## src/rtl/fir_coeff_loader.sv

```systemverilog
// fir_coeff_loader: streams NCOEF symmetric-half coefficients from a valid/ready
// source into the interpolator's c_we/c_addr/c_in write port, with a stall timeout,
// an abort path and busy/done/err status for the control plane.
// Optional feature macro: FIR_COEFF_LOADER_CHECKSUM_EN adds a CHECK state that
// compares one trailing checksum word against the running sum of the load.
module fir_coeff_loader #(
    parameter int unsigned ORD        = 255,
    parameter int unsigned COEFF_SIZE = 16,
    parameter int unsigned TIMEOUT    = 1024,
    localparam int unsigned NCOEF     = (ORD + 1) / 2,
    localparam int unsigned AW        = (NCOEF > 1) ? $clog2(NCOEF) : 1
) (
    input  logic                  clk,
    input  logic                  nrst,
    input  logic                  start,
    input  logic                  abort,
    input  logic                  s_valid,
    input  logic [COEFF_SIZE-1:0] s_data,
    output logic                  s_ready,
    output logic                  c_we,
    output logic [AW-1:0]         c_addr,
    output logic [COEFF_SIZE-1:0] c_in,
    output logic                  busy,
    output logic                  done,
    output logic                  err
);

    localparam int unsigned TW = $clog2(TIMEOUT);
    localparam logic [AW-1:0] LastIdx = AW'(NCOEF - 1);
    localparam logic [TW-1:0] LastTmr = TW'(TIMEOUT - 1);

`ifdef FIR_COEFF_LOADER_CHECKSUM_EN
    typedef enum logic [2:0] {StIdle, StLoad, StCheck, StDone, StErr} state_t;
`else
    typedef enum logic [2:0] {StIdle, StLoad, StDone, StErr} state_t;
`endif

    state_t                state_q, state_d;
    logic [AW-1:0]         idx_q, idx_d;
    logic [TW-1:0]         tmr_q, tmr_d;
    logic                  err_q, err_d;
    logic                  we_q, we_d;
    logic [AW-1:0]         addr_q, addr_d;
    logic [COEFF_SIZE-1:0] cin_q, cin_d;
    // fin_q marks DONE entry; done pulses the cycle after, i.e. after the final c_we
    logic                  fin_q, fin_d;
    logic                  done_q;
    logic                  accepting;
    logic                  beat;
`ifdef FIR_COEFF_LOADER_CHECKSUM_EN
    logic [COEFF_SIZE-1:0] sum_q, sum_d;
`endif

`ifdef FIR_COEFF_LOADER_CHECKSUM_EN
    assign accepting = (state_q == StLoad) || (state_q == StCheck);
`else
    assign accepting = (state_q == StLoad);
`endif

    // abort outranks a beat, so a word offered in the abort cycle is not taken
    assign s_ready = accepting && !abort;
    assign beat    = s_valid && s_ready;
    assign c_we    = we_q;
    assign c_addr  = addr_q;
    assign c_in    = cin_q;
    assign busy    = accepting || we_q;
    assign done    = done_q;
    assign err     = err_q;

    // Next-state, counters and write-port staging
    always_comb begin
        state_d = state_q;
        idx_d   = idx_q;
        tmr_d   = tmr_q;
        err_d   = err_q;
        we_d    = 1'b0;
        addr_d  = addr_q;
        cin_d   = cin_q;
        fin_d   = 1'b0;
`ifdef FIR_COEFF_LOADER_CHECKSUM_EN
        sum_d   = sum_q;
`endif
        case (state_q)
            StIdle, StDone, StErr: begin
                if (start && !abort) begin
                    state_d = StLoad;
                    idx_d   = '0;
                    tmr_d   = '0;
                    err_d   = 1'b0;
`ifdef FIR_COEFF_LOADER_CHECKSUM_EN
                    sum_d   = '0;
`endif
                end
            end
            StLoad: begin
                if (abort) begin
                    state_d = StIdle;
                end else if (beat) begin
                    we_d   = 1'b1;
                    addr_d = idx_q;
                    cin_d  = s_data;
                    idx_d  = idx_q + AW'(1);
                    tmr_d  = '0;
`ifdef FIR_COEFF_LOADER_CHECKSUM_EN
                    sum_d  = sum_q + s_data;
                    if (idx_q == LastIdx) state_d = StCheck;
`else
                    if (idx_q == LastIdx) begin
                        state_d = StDone;
                        fin_d   = 1'b1;
                    end
`endif
                end else if (tmr_q == LastTmr) begin
                    state_d = StErr;
                    err_d   = 1'b1;
                end else begin
                    tmr_d = tmr_q + TW'(1);
                end
            end
`ifdef FIR_COEFF_LOADER_CHECKSUM_EN
            StCheck: begin
                if (abort) begin
                    state_d = StIdle;
                end else if (beat) begin
                    tmr_d = '0;
                    if (s_data == sum_q) begin
                        state_d = StDone;
                        fin_d   = 1'b1;
                    end else begin
                        state_d = StErr;
                        err_d   = 1'b1;
                    end
                end else if (tmr_q == LastTmr) begin
                    state_d = StErr;
                    err_d   = 1'b1;
                end else begin
                    tmr_d = tmr_q + TW'(1);
                end
            end
`endif
            default: state_d = StIdle;
        endcase
    end

    // State and output registers, cleared asynchronously by nrst
    always_ff @(posedge clk or negedge nrst) begin
        if (!nrst) begin
            state_q <= StIdle;
            idx_q   <= '0;
            tmr_q   <= '0;
            err_q   <= 1'b0;
            we_q    <= 1'b0;
            addr_q  <= '0;
            cin_q   <= '0;
            fin_q   <= 1'b0;
            done_q  <= 1'b0;
`ifdef FIR_COEFF_LOADER_CHECKSUM_EN
            sum_q   <= '0;
`endif
        end else begin
            state_q <= state_d;
            idx_q   <= idx_d;
            tmr_q   <= tmr_d;
            err_q   <= err_d;
            we_q    <= we_d;
            addr_q  <= addr_d;
            cin_q   <= cin_d;
            fin_q   <= fin_d;
            done_q  <= fin_q;
`ifdef FIR_COEFF_LOADER_CHECKSUM_EN
            sum_q   <= sum_d;
`endif
        end
    end

endmodule

```

## config.mk

```make
export PLATFORM = sky130hd
export DESIGN_NAME = fir_coeff_loader
export DESIGN_NICKNAME = d
export VERILOG_FILES = /design/src/rtl/fir_coeff_loader.sv
export SDC_FILE = /design/constraint.sdc
export NUM_CORES = 1
export LEC_CHECK = 0
export ABC_CLOCK_PERIOD_IN_PS = 2200
export BUFFER_PORTS_ARGS = -buffer_cell sky130_fd_sc_hd__buf_2
export CAP_MARGIN = 10
export CORE_UTILIZATION = 40
export CTS_BUF_LIST = sky130_fd_sc_hd__clkbuf_16
export DETAILED_ROUTE_END_ITERATION = 12
export GPL_TIMING_DRIVEN = 0
export PLACE_DENSITY = 0.67
export SLEW_MARGIN = 20
export SYNTH_ARGS = -nofsm -noshare
export SYNTH_HDL_FRONTEND = slang
export SYNTH_SLANG_ARGS = --single-unit
```

## constraint.sdc

```tcl
create_clock -name clk -period 2.2 [get_ports clk]
set_clock_uncertainty 0.1 [all_clocks]
set_input_delay 0.11 -clock clk [delete_from_list [all_inputs] [get_ports clk]]
set_output_delay 0.11 -clock clk [all_outputs]
set_load 0.01 [all_outputs]
```

==> out/metrics.yaml <==
status: "finished, final reports clean"
worstSetupPathType: "reg -> reg"
wl_met2_um: 2030
grt_max_degree: 47
drt-met1-wl_um: 1980
clock_sinks: 46
grt_remaining_overflow: 0
antenna_found_initial: 0
hp-class: "in -> reg"
end_kind: "flop"
slew_headroom_pct: 61.4
dp_hpwl_um: 2890
ant_nets: 0
routabilityCongestion: 0.829
met3WireLength_um: 239
die_h_um: 74.4
cts_max_level: 2
first_global_vias: 1503
syn_inst: 173
firstDrtPassIters: 4
nets: 267
maxSlewViolCount: 0
remaining_drc_errors: 0
synth_nets: 196
start_kind: "flop"
critPathMaxFanout: 8
place_ws_ps: 313
synthTopCellsByArea: "dfrtp_1 55%, mux2_2 12%, a21oi_1 2.4%, and3_1 1.8%, nand2_1 1.8%"
path_clk_slew_ps: 60
cts_buffers: 5
synthToLayoutAreaGrowth_pct: 30.2
avgSynthCellArea_um2: 12.1
clock.fmax_mhz: 527
final.min_clock_period_ps: 1900
vias: 1627
yosysWarnings: 0
postRouteWirelength_um: 4270
antennaDiodeCount: 0
core-area_mm2: 0.00488
cts_tree: "done"
irDropWorstVdd_v: 0.000424
critPathArrivalTime_ps: 1960
synth_top_area_cell: "dfrtp_1"
wl_per_cell_um: 13.7
p_leak_nw: 1.30
cp.required_ps: 2260
drive_gt1_share_pct: 35.9
rsz0062_at_grt: "false"
fin_ws_ps: 301
hold_buffers: 17
clockBufferDepth: 2
ioPinCount: 49
synth_area_mm2: 0.00210
period_share_pct: 86.3
grt_pass1_wl_um: 6990
hold_ws_ps: 87.8
worst_slew_pin_slew_ps: 579
die_area_mm2: 0.00553
drt_iter0_markers: 77
synth_top_area_share_pct: 54.9
initial_utilization_pct: 42.9
finalHoldViolCount: 0
portBuffers: 47
core.rowCount: 25
ys_types: 38
setup_violations: 0
top_layer_used: "met4"
p_per_area_mw_per_mm2: 1030
grtUsageTotal_pct: 16.6
dieWidth_um: 74.4
post_cts_buffers: 0
drv_cap: 0
yosysSeqAreaShare_pct: 54.9
regToRegSetupSlack_ps: 300
root_buffer: "clkbuf_16"
setup-tns-final_ps: 0
cts_resized: 0
clkLatencyLatePin_ps: 280
avgViaCountPerCell: 5.21
ys_ff_latch: 46
## cells by family after synthesis
family          share of synthesized area (%)
compound gates                           11.5
mux                                      14.4
buf+inv                                  2.27
flops                                    54.9
simple gates                             15.6
fa+ha+maj                                1.19
## synthesized netlist by cell type
| cell type | instances |
|---|---|
| nor2b_1 | 2 |
| inv_1 | 4 |
| nor3_1 | 3 |
| and3_1 | 6 |
| o21ai_0 | 5 |
| a211oi_2 | 1 |
| ha_1 | 2 |
| nand2_1 | 10 |
| nor2_1 | 7 |
| and2_1 | 1 |
| nor4b_1 | 1 |
| buf_2 | 2 |
| nand3_1 | 5 |
| dfrtp_1 | 46 |
| nand2b_1 | 4 |
| mux2i_2 | 1 |
| o31a_1 | 1 |
| or3_1 | 1 |
| nand4_1 | 5 |
| mux2_2 | 23 |
| nor4b_4 | 1 |
| nand2b_4 | 1 |
| o211ai_1 | 1 |
| clkbuf_1 | 1 |
| o31ai_1 | 4 |
| a21oi_1 | 10 |
| o31ai_2 | 1 |
| or4_1 | 3 |
| a41oi_1 | 2 |
| a31oi_1 | 4 |
| nand3_4 | 1 |
| buf_4 | 2 |
| nor4_2 | 1 |
| mux2i_1 | 3 |
| inv_2 | 1 |
| a211o_1 | 4 |
| a22o_1 | 2 |
| nor4_1 | 1 |
## placed cells by master (no fill, tap or decap), types with 5 or more instances in the layout
master / instances
buf_2: 48
dfrtp_1: 46
mux2_2: 23
dlygate4sd3_1: 17
nand2_1: 10
a21oi_1: 10
nor2_1: 7
and3_1: 6
nand4_1: 5
nand3_1: 5
o21ai_0: 5
clkbuf_16: 5
## power breakdown
part / switching, mW / internal, mW
Sequential: 0.146 / 1.07
Combinational: 0.439 / 0.444
Clock: 0.294 / 0.414
Total: 0.879 / 1.93
## registers in the layout, indices dropped and copies added, names as in the netlist
signal   count
idx_q        7
done         1
c_we         1
state_q      2
c_addr       7
tmr_q       10
c_in        16
err          1
fin_q        1
## stage by stage
stage | util [%] | power (mW) | cells | cell area (um^2)
after global placement | 49.5 | 2.08 | 287 | 2410
after CTS | 55.9 | 2.84 | 312 | 2730
after global routing | 55.9 | 3.01 | 312 | 2730
final | 55.9 | 2.81 | 312 | 2730
after floorplan | - | 1.77 | 173 | 2100
after detailed placement | 49.5 | 2.10 | 287 | 2410
## path summary, 6_finish.rpt
path / from / endpoint / cells past startpoint
hold reg to reg: fin_q / done / 0
hold / removal: s_valid / idx_q[1] / 3
setup / recovery: tmr_q[0] / tmr_q[9] / 5
setup reg to reg: tmr_q[0] / tmr_q[9] / 5
max in group asynchronous: nrst / tmr_q[7] / 2
min in group asynchronous: nrst / tmr_q[4] / 2
## cell type report
cell class                 count  area, um^2
buffer                         5        28.8
clock buffer                   5         125
clock inverter                 3        16.3
fill                         425        2150
inverter                       5        18.8
multi-input combinational    117         897
sequential                    46        1150
tap                           67        83.8
timing repair buffer          64         408
## worst max-delay path, cell delays in order (launching register included)
cell and delay (ps):
dfrtp_1 380, ha_1 270, nand3_4 140, o31a_1 430, and3_1 210, a211o_1 260
## per-layer routing
layer  GRT usage, %  vias to the layer above
met3           4.88                        4
met1           22.8                      778
met4           4.19                        0
met2           25.7                       50
li1               -                      795
met5              0                        -
Power figures use the tool's default switching activity.
